===== src/rtl/onehot_split_dispatch.sv =====
// onehot_split_dispatch: routes one source word into up to three registered valid/ready slots by one/multi-hot select, with drop counting and a sticky protocol-error flag (strict single-hot mode under ONEHOT_SPLIT_STRICT_EN); ports: clk, rst, in_valid/in_ready/in_data/in_sel source side, out_valid/out_ready/out_data0..2 consumer side, drop_cnt, err
module onehot_split_dispatch #(
  parameter int WIDTH = 2,
  parameter int CNT_W = 8
) (
  input  logic             clk,
  input  logic             rst,
  input  logic             in_valid,
  output logic             in_ready,
  input  logic [WIDTH-1:0] in_data,
  input  logic [2:0]       in_sel,
  output logic [2:0]       out_valid,
  input  logic [2:0]       out_ready,
  output logic [WIDTH-1:0] out_data0,
  output logic [WIDTH-1:0] out_data1,
  output logic [WIDTH-1:0] out_data2,
  output logic [CNT_W-1:0] drop_cnt,
  output logic             err
);
  logic [2:0]       slot_free, load, pend_sel;
  logic             multi, accept, drop, pend, unstable;
  logic [WIDTH-1:0] pend_data;
  assign slot_free = ~out_valid | out_ready;
`ifdef ONEHOT_SPLIT_STRICT_EN
  assign multi = (in_sel & (in_sel - 3'd1)) != 3'b000;
`else
  assign multi = 1'b0;
`endif
  assign in_ready = !rst && (multi || (in_sel & ~slot_free) == 3'b000);
  assign accept   = in_valid && in_ready;
  assign load     = (accept && !multi) ? in_sel : 3'b000;
  assign drop     = accept && (multi || in_sel == 3'b000);
  assign unstable = pend && in_valid && (in_data != pend_data || in_sel != pend_sel);
  always_ff @(posedge clk) begin
    if (rst) begin
      out_valid <= 3'b000;
      out_data0 <= '0;
      out_data1 <= '0;
      out_data2 <= '0;
      drop_cnt  <= '0;
      err       <= 1'b0;
      pend      <= 1'b0;
      pend_data <= '0;
      pend_sel  <= 3'b000;
    end else begin
      out_valid <= load | (out_valid & ~out_ready);
      if (load[0]) out_data0 <= in_data;
      if (load[1]) out_data1 <= in_data;
      if (load[2]) out_data2 <= in_data;
      if (drop && drop_cnt != '1) drop_cnt <= drop_cnt + CNT_W'(1);
      if (unstable || (accept && multi)) err <= 1'b1;
      pend      <= in_valid && !in_ready;
      pend_data <= in_data;
      pend_sel  <= in_sel;
    end
  end
endmodule


===== config.mk =====
export PLATFORM = sky130hd
export DESIGN_NAME = onehot_split_dispatch
export DESIGN_NICKNAME = d
export VERILOG_FILES = /design/src/rtl/onehot_split_dispatch.sv
export SDC_FILE = /design/constraint.sdc
export NUM_CORES = 1
export LEC_CHECK = 0
export ABC_CLOCK_PERIOD_IN_PS = 2260
export CORE_ASPECT_RATIO = 0.8
export CORE_MARGIN = 5
export CORE_UTILIZATION = 40
export CTS_BUF_LIST = sky130_fd_sc_hd__clkbuf_8
export DETAILED_ROUTE_END_ITERATION = 10
export PLACE_DENSITY = 0.67
export SETUP_SLACK_MARGIN = 0.05
export SYNTH_ARGS = -nofsm -noshare
export SYNTH_HDL_FRONTEND = slang
export SYNTH_SLANG_ARGS = --single-unit

===== constraint.sdc =====
create_clock -name clk -period 2.26 [get_ports clk]
set_input_delay 0.452 -clock clk [delete_from_list [all_inputs] [get_ports clk]]
set_output_delay 0.452 -clock clk [all_outputs]
set_load 0.005 [all_outputs]

### Word-level counts from Yosys, hierarchy flattened

Index checks and enable logic that the tools add are counted.

| cells by class | value |
|---|---|
| $add $sub $neg | 1 |
| equal/unequal tests | 3 |
| multiplexer cells | 1 |
| bitwise logic cells | 7 |
| reduce and logical (&&, ||, !) cells | 12 |

Operators by type and width:

| operator | count |
|---|---|
| 3-bit NOT | 3 |
| 8-bit by 1-bit adder with 8-bit output, second input constant | 1 |
| 8-bit != test, second input constant | 1 |
| 1-bit logical AND | 7 |
| 3-bit AND | 2 |
| 3-bit zero test | 2 |
| 3-bit bitwise OR | 2 |
| 3-bit 2-to-1 mux | 1 |
| 3-bit != test | 1 |
| 1-bit zero test | 2 |
| 2-bit != test | 1 |
| 1-bit logical OR | 1 |

| word-level totals | value |
|---|---|
| bits in registers | 24 |
| input bits | 11 |

### Depth between registers and ports, before layout

| depth | value |
|---|---|
| word-level depth | 9 |
| gate-level depth with buffers | 5 |

### Least setup slack after synthesis

OpenSTA, ideal clock, no wires.

| path | value |
|---|---|
| kind | input-to-reg |
| from | input rst |
| to | register drop_cnt[0] |
| data arrival time | 1745 ps |
| slack | 444 ps |
| stages | 5 |
| path buffers | 1 |
| path through | buf_6 > or4b_4 > or2_1 > or3_1 > a21oi_1 |

| on the way | value |
|---|---|
| word-level cells in the longest chain between the ends | 5 |

Ends and longest elaborated chain:

| what | RTL line | text |
|---|---|---|
| start: declaration | 7 | `input logic rst,` |
| 1-bit zero test | 29 | `assign in_ready = !rst && (multi \|\| (in_sel & ~slot_free) == 3'b000);` |
| 1-bit logical AND | 29 |  |
| 1-bit logical AND | 30 | `assign accept = in_valid && in_ready;` |
| 1-bit logical AND | 32 | `assign drop = accept && (multi \|\| in_sel == 3'b000);` |
| 1-bit logical AND | 50 | `if (drop && drop_cnt != '1) drop_cnt <= drop_cnt + CNT_W'(1);` |
| end signal: assignment | 50 |  |
| end: declaration | 17 | `output logic [CNT_W-1:0] drop_cnt,` |

Several ways; a longest one is shown, not always the timed one.
A chain may end at the register's enable or synchronous reset.

### Worst setup path in the final report

| path | value |
|---|---|
| from | input out_ready[2] |
| to | output in_ready |

| on the way | value |
|---|---|
| word-level cells in the longest chain between the ends | 5 |

Ends and longest elaborated chain:

| what | RTL line | text |
|---|---|---|
| start: declaration | 13 | `input logic [2:0] out_ready,` |
| 3-bit bitwise OR | 23 | `assign slot_free = ~out_valid \| out_ready;` |
| 3-bit NOT | 29 |  |
| 3-bit AND | 29 |  |
| 3-bit zero test | 29 |  |
| 1-bit logical AND | 29 |  |
| end: declaration | 9 | `output logic in_ready,` |

No other way between the ends.

==> results.cfg <==
[timing]
clock_skew_ps = 3.73
tightest_slew_ps = 345
drv_slew = 0
period_share_pct = 86.6
setup_tns_ps = 0
max_clock_freq_ghz = 0.511
hold_viol_final = 0
grt_setup_unrepaired = no
slew_headroom_pct = 76.7
final-setup-viol-count = 0
period_needed_ps = 1960

[pwr]
switching_share_pct = 20.1
p_leak_nw = 0.577
power_frac_clock_pct = 40.9
p_int_mw = 0.730
power_density_nw_per_um2 = 608
power.total_mw = 0.913
switchingPower_mw = 0.183
p_seq_share_pct = 48.5
p_comb_share_pct = 10.6
ir_drop_mv = 0.398

[floorplanning]
die_x_um = 67.0
die_area_um2 = 3720
coreArea_um2 = 2460
ioPinCount = 30
start_util_pct = 42.2
die-height_um = 55.6
rows = 16

[place]
placed_area_um2 = 1430
gp_congestion = 0.861
place_hpwl_mm = 1.89
io_buffers = 29
dp.cells = 184

[clock_network]
cts_setup_buffers = 0
hold_buffers = 0
clockBufferDepth = 2
tritoncts = built
h-tree-depth = 1
cts.clk_slew.worst_paths_ps = 80
cts_sinks = 24
cts_buffers = 3
cts_root_buf = clkbuf_8
insertion_delay_ps = 270

[final_layout]
nNetsFinal = 165
area_growth_pct = 44.6
fillerInstances = 210
drive_gt1_share_pct = 11.2
final_area_um2 = 1500
multi_input_area_um2 = 536
final_cells = 188
regArea_um2 = 480
antenna_cells = 0

[routing]
route.vias.total = 943
wl_per_cell_um = 13.3
routed_wl_mm = 2.50
drc = 0
via_per_inst = 5.02
drtAntennaViolNets = 0
first_pass_iters = 4
drt_iter0_markers = 20

[synthesis]
synth_cell_types = 29
synth_edf_count = 0
ys_ff_latch = 24
synthTopCellsByCount = 24 x dfxtp_1, 11 x nor2_1, 8 x a21oi_1
synthMuxAreaShare_pct = 6.75
synth_adder_area_share_pct = 1.20
yosys-top-cells-area = dfxtp_1 46%, mux2i_1 6.7%, nor2_1 4.0%
syn_area_um2 = 1040
seq_area_frac_synth_pct = 46.3
post-synth-top-area-fraction_pct = 46.3
synth.avg_cell_area_um2 = 9.27
synth-simple-area-share_pct = 29.2
syn_inst = 112
synth.net_count = 124
yosysMostFrequentCell = dfxtp_1
ys.flop_type = dfxtp_1
synth_warnings = 0
synth_compound_area_share_pct = 10.2
synth_top_family_by_area = simple AND/OR/NAND/NOR gates
yosys.area.top_type = dfxtp_1
synth_xor_area_share_pct = 4.22
postSynth.asyncResetShare_pct = 0

[grt]
grtUsageTotal_pct = 14.2
grt_max_degree = 23
antenna_found_initial = 0
grt-ovfl-total = 0
grt_pass1_wl_mm = 4.12
grt_pass1_vias = 908

[run]
maxCapViolCount = 0

[critical_path]
endpoint_kind = output port
cp-start-kind = input pin
cp.required_ps = 1810
path_max_fanout = 2
cp.arrival_ps = 1500
crit_type = in -> out

[outcome]
status = completed

[min_path]
min_path_type = reg -> reg
## path summary, 6_finish.rpt
kind / endpoint / start / cells after the start / slack, ps
setup / recovery: in_ready / out_ready[2] / 5 / 300
hold / removal: out_valid[1] / out_valid[1] / 2 / 490
setup reg to reg: drop_cnt[4] / drop_cnt[0] / 5 / 710
hold reg to reg: out_valid[1] / out_valid[1] / 2 / 490
## critical path: stages
cell             delay [ps]
clkdlybuf4s50_1         460
nand3b_1                120
nand3_1                 110
nor2_1                  110
dlygate4sd2_1           250
## final cells by class
class	count	area share, %
Multi-Input combinational cell	84	35.7
Sequential cell	24	32.0
Timing Repair Buffer	40	24.6
Tap cell	36	3.00
Clock buffer	3	2.75
Clock inverter	1	2.00
## stage by stage
stage / hold WS (ps) / util [%] / setup WS, ps
4_1_cts: 500 / 61.0 / 291
3_3_place_gp: 474 / 58.2 / -8.39
2_1_floorplan: 474 / - / 444
3_5_place_dp: 486 / 58.2 / -77.6
5_1_grt: 533 / 61.0 / 205
6_report: 494 / 61.0 / 303
## sequential cells by signal, indices dropped and copies added (netlist names)
| name | cells |
|---|---|
| drop_cnt | 8 |
| out_data2 | 2 |
| out_valid | 3 |
| out_data0 | 2 |
| out_data1 | 2 |
| pend_sel | 3 |
| err | 1 |
| pend_data | 2 |
| pend | 1 |
## kinds of logic (layout without fill, tap and decap cells)
logic type / count (synthesis) / after routing
flops: 24 / 24
simple gates: 53 / 53
xor+xnor: 5 / 5
mux: 7 / 7
buf+inv: 4 / 44
compound gates: 18 / 18
fa+ha+maj: 1 / 1
## power groups by stage
stage | sequential [mW] | combinational, mW | clock, mW
6_report | 0.443 | 0.0972 | 0.373
5_1_grt | 0.445 | 0.106 | 0.399
4_1_cts | 0.443 | 0.0984 | 0.380
3_5_place_dp | 0.453 | 0.100 | 0
3_3_place_gp | 0.453 | 0.0996 | 0
2_1_floorplan | 0.453 | 0.0429 | 0
## routing by layer
metal | GRT usage (%) | vias up | part of all wire [%]
met5 | 0 | - | 0
met4 | 5.20 | 0 | 1.6
met3 | 4.44 | 4 | 3.6
met2 | 21.6 | 17 | 46
met1 | 18.8 | 439 | 49
li1 | - | 483 | -
## cell usage in the layout (no fill, tap or decap), types with 2 or more instances in the layout
cell	n
a211oi_1	2
a21oi_1	8
a31oi_1	4
and3b_1	2
buf_4	11
clkbuf_8	3
clkdlybuf4s50_1	26
dfxtp_1	24
dlygate4sd2_1	3
mux2i_1	7
nand2_1	7
nand2b_1	3
nand3_1	4
nand3b_1	4
nand4_1	2
nand4b_1	2
nor2_1	11
nor2b_1	6
nor3_1	6
o21ai_0	2
xnor2_1	4
## what timing repair did
item | in CTS | in global routing
gates resized for setup | 3 | 0
endpoints found under the hold margin | 0 | 0
setup endpoints to repair | 1 | 0
Note: power is estimated with default switching activity, not from simulation.
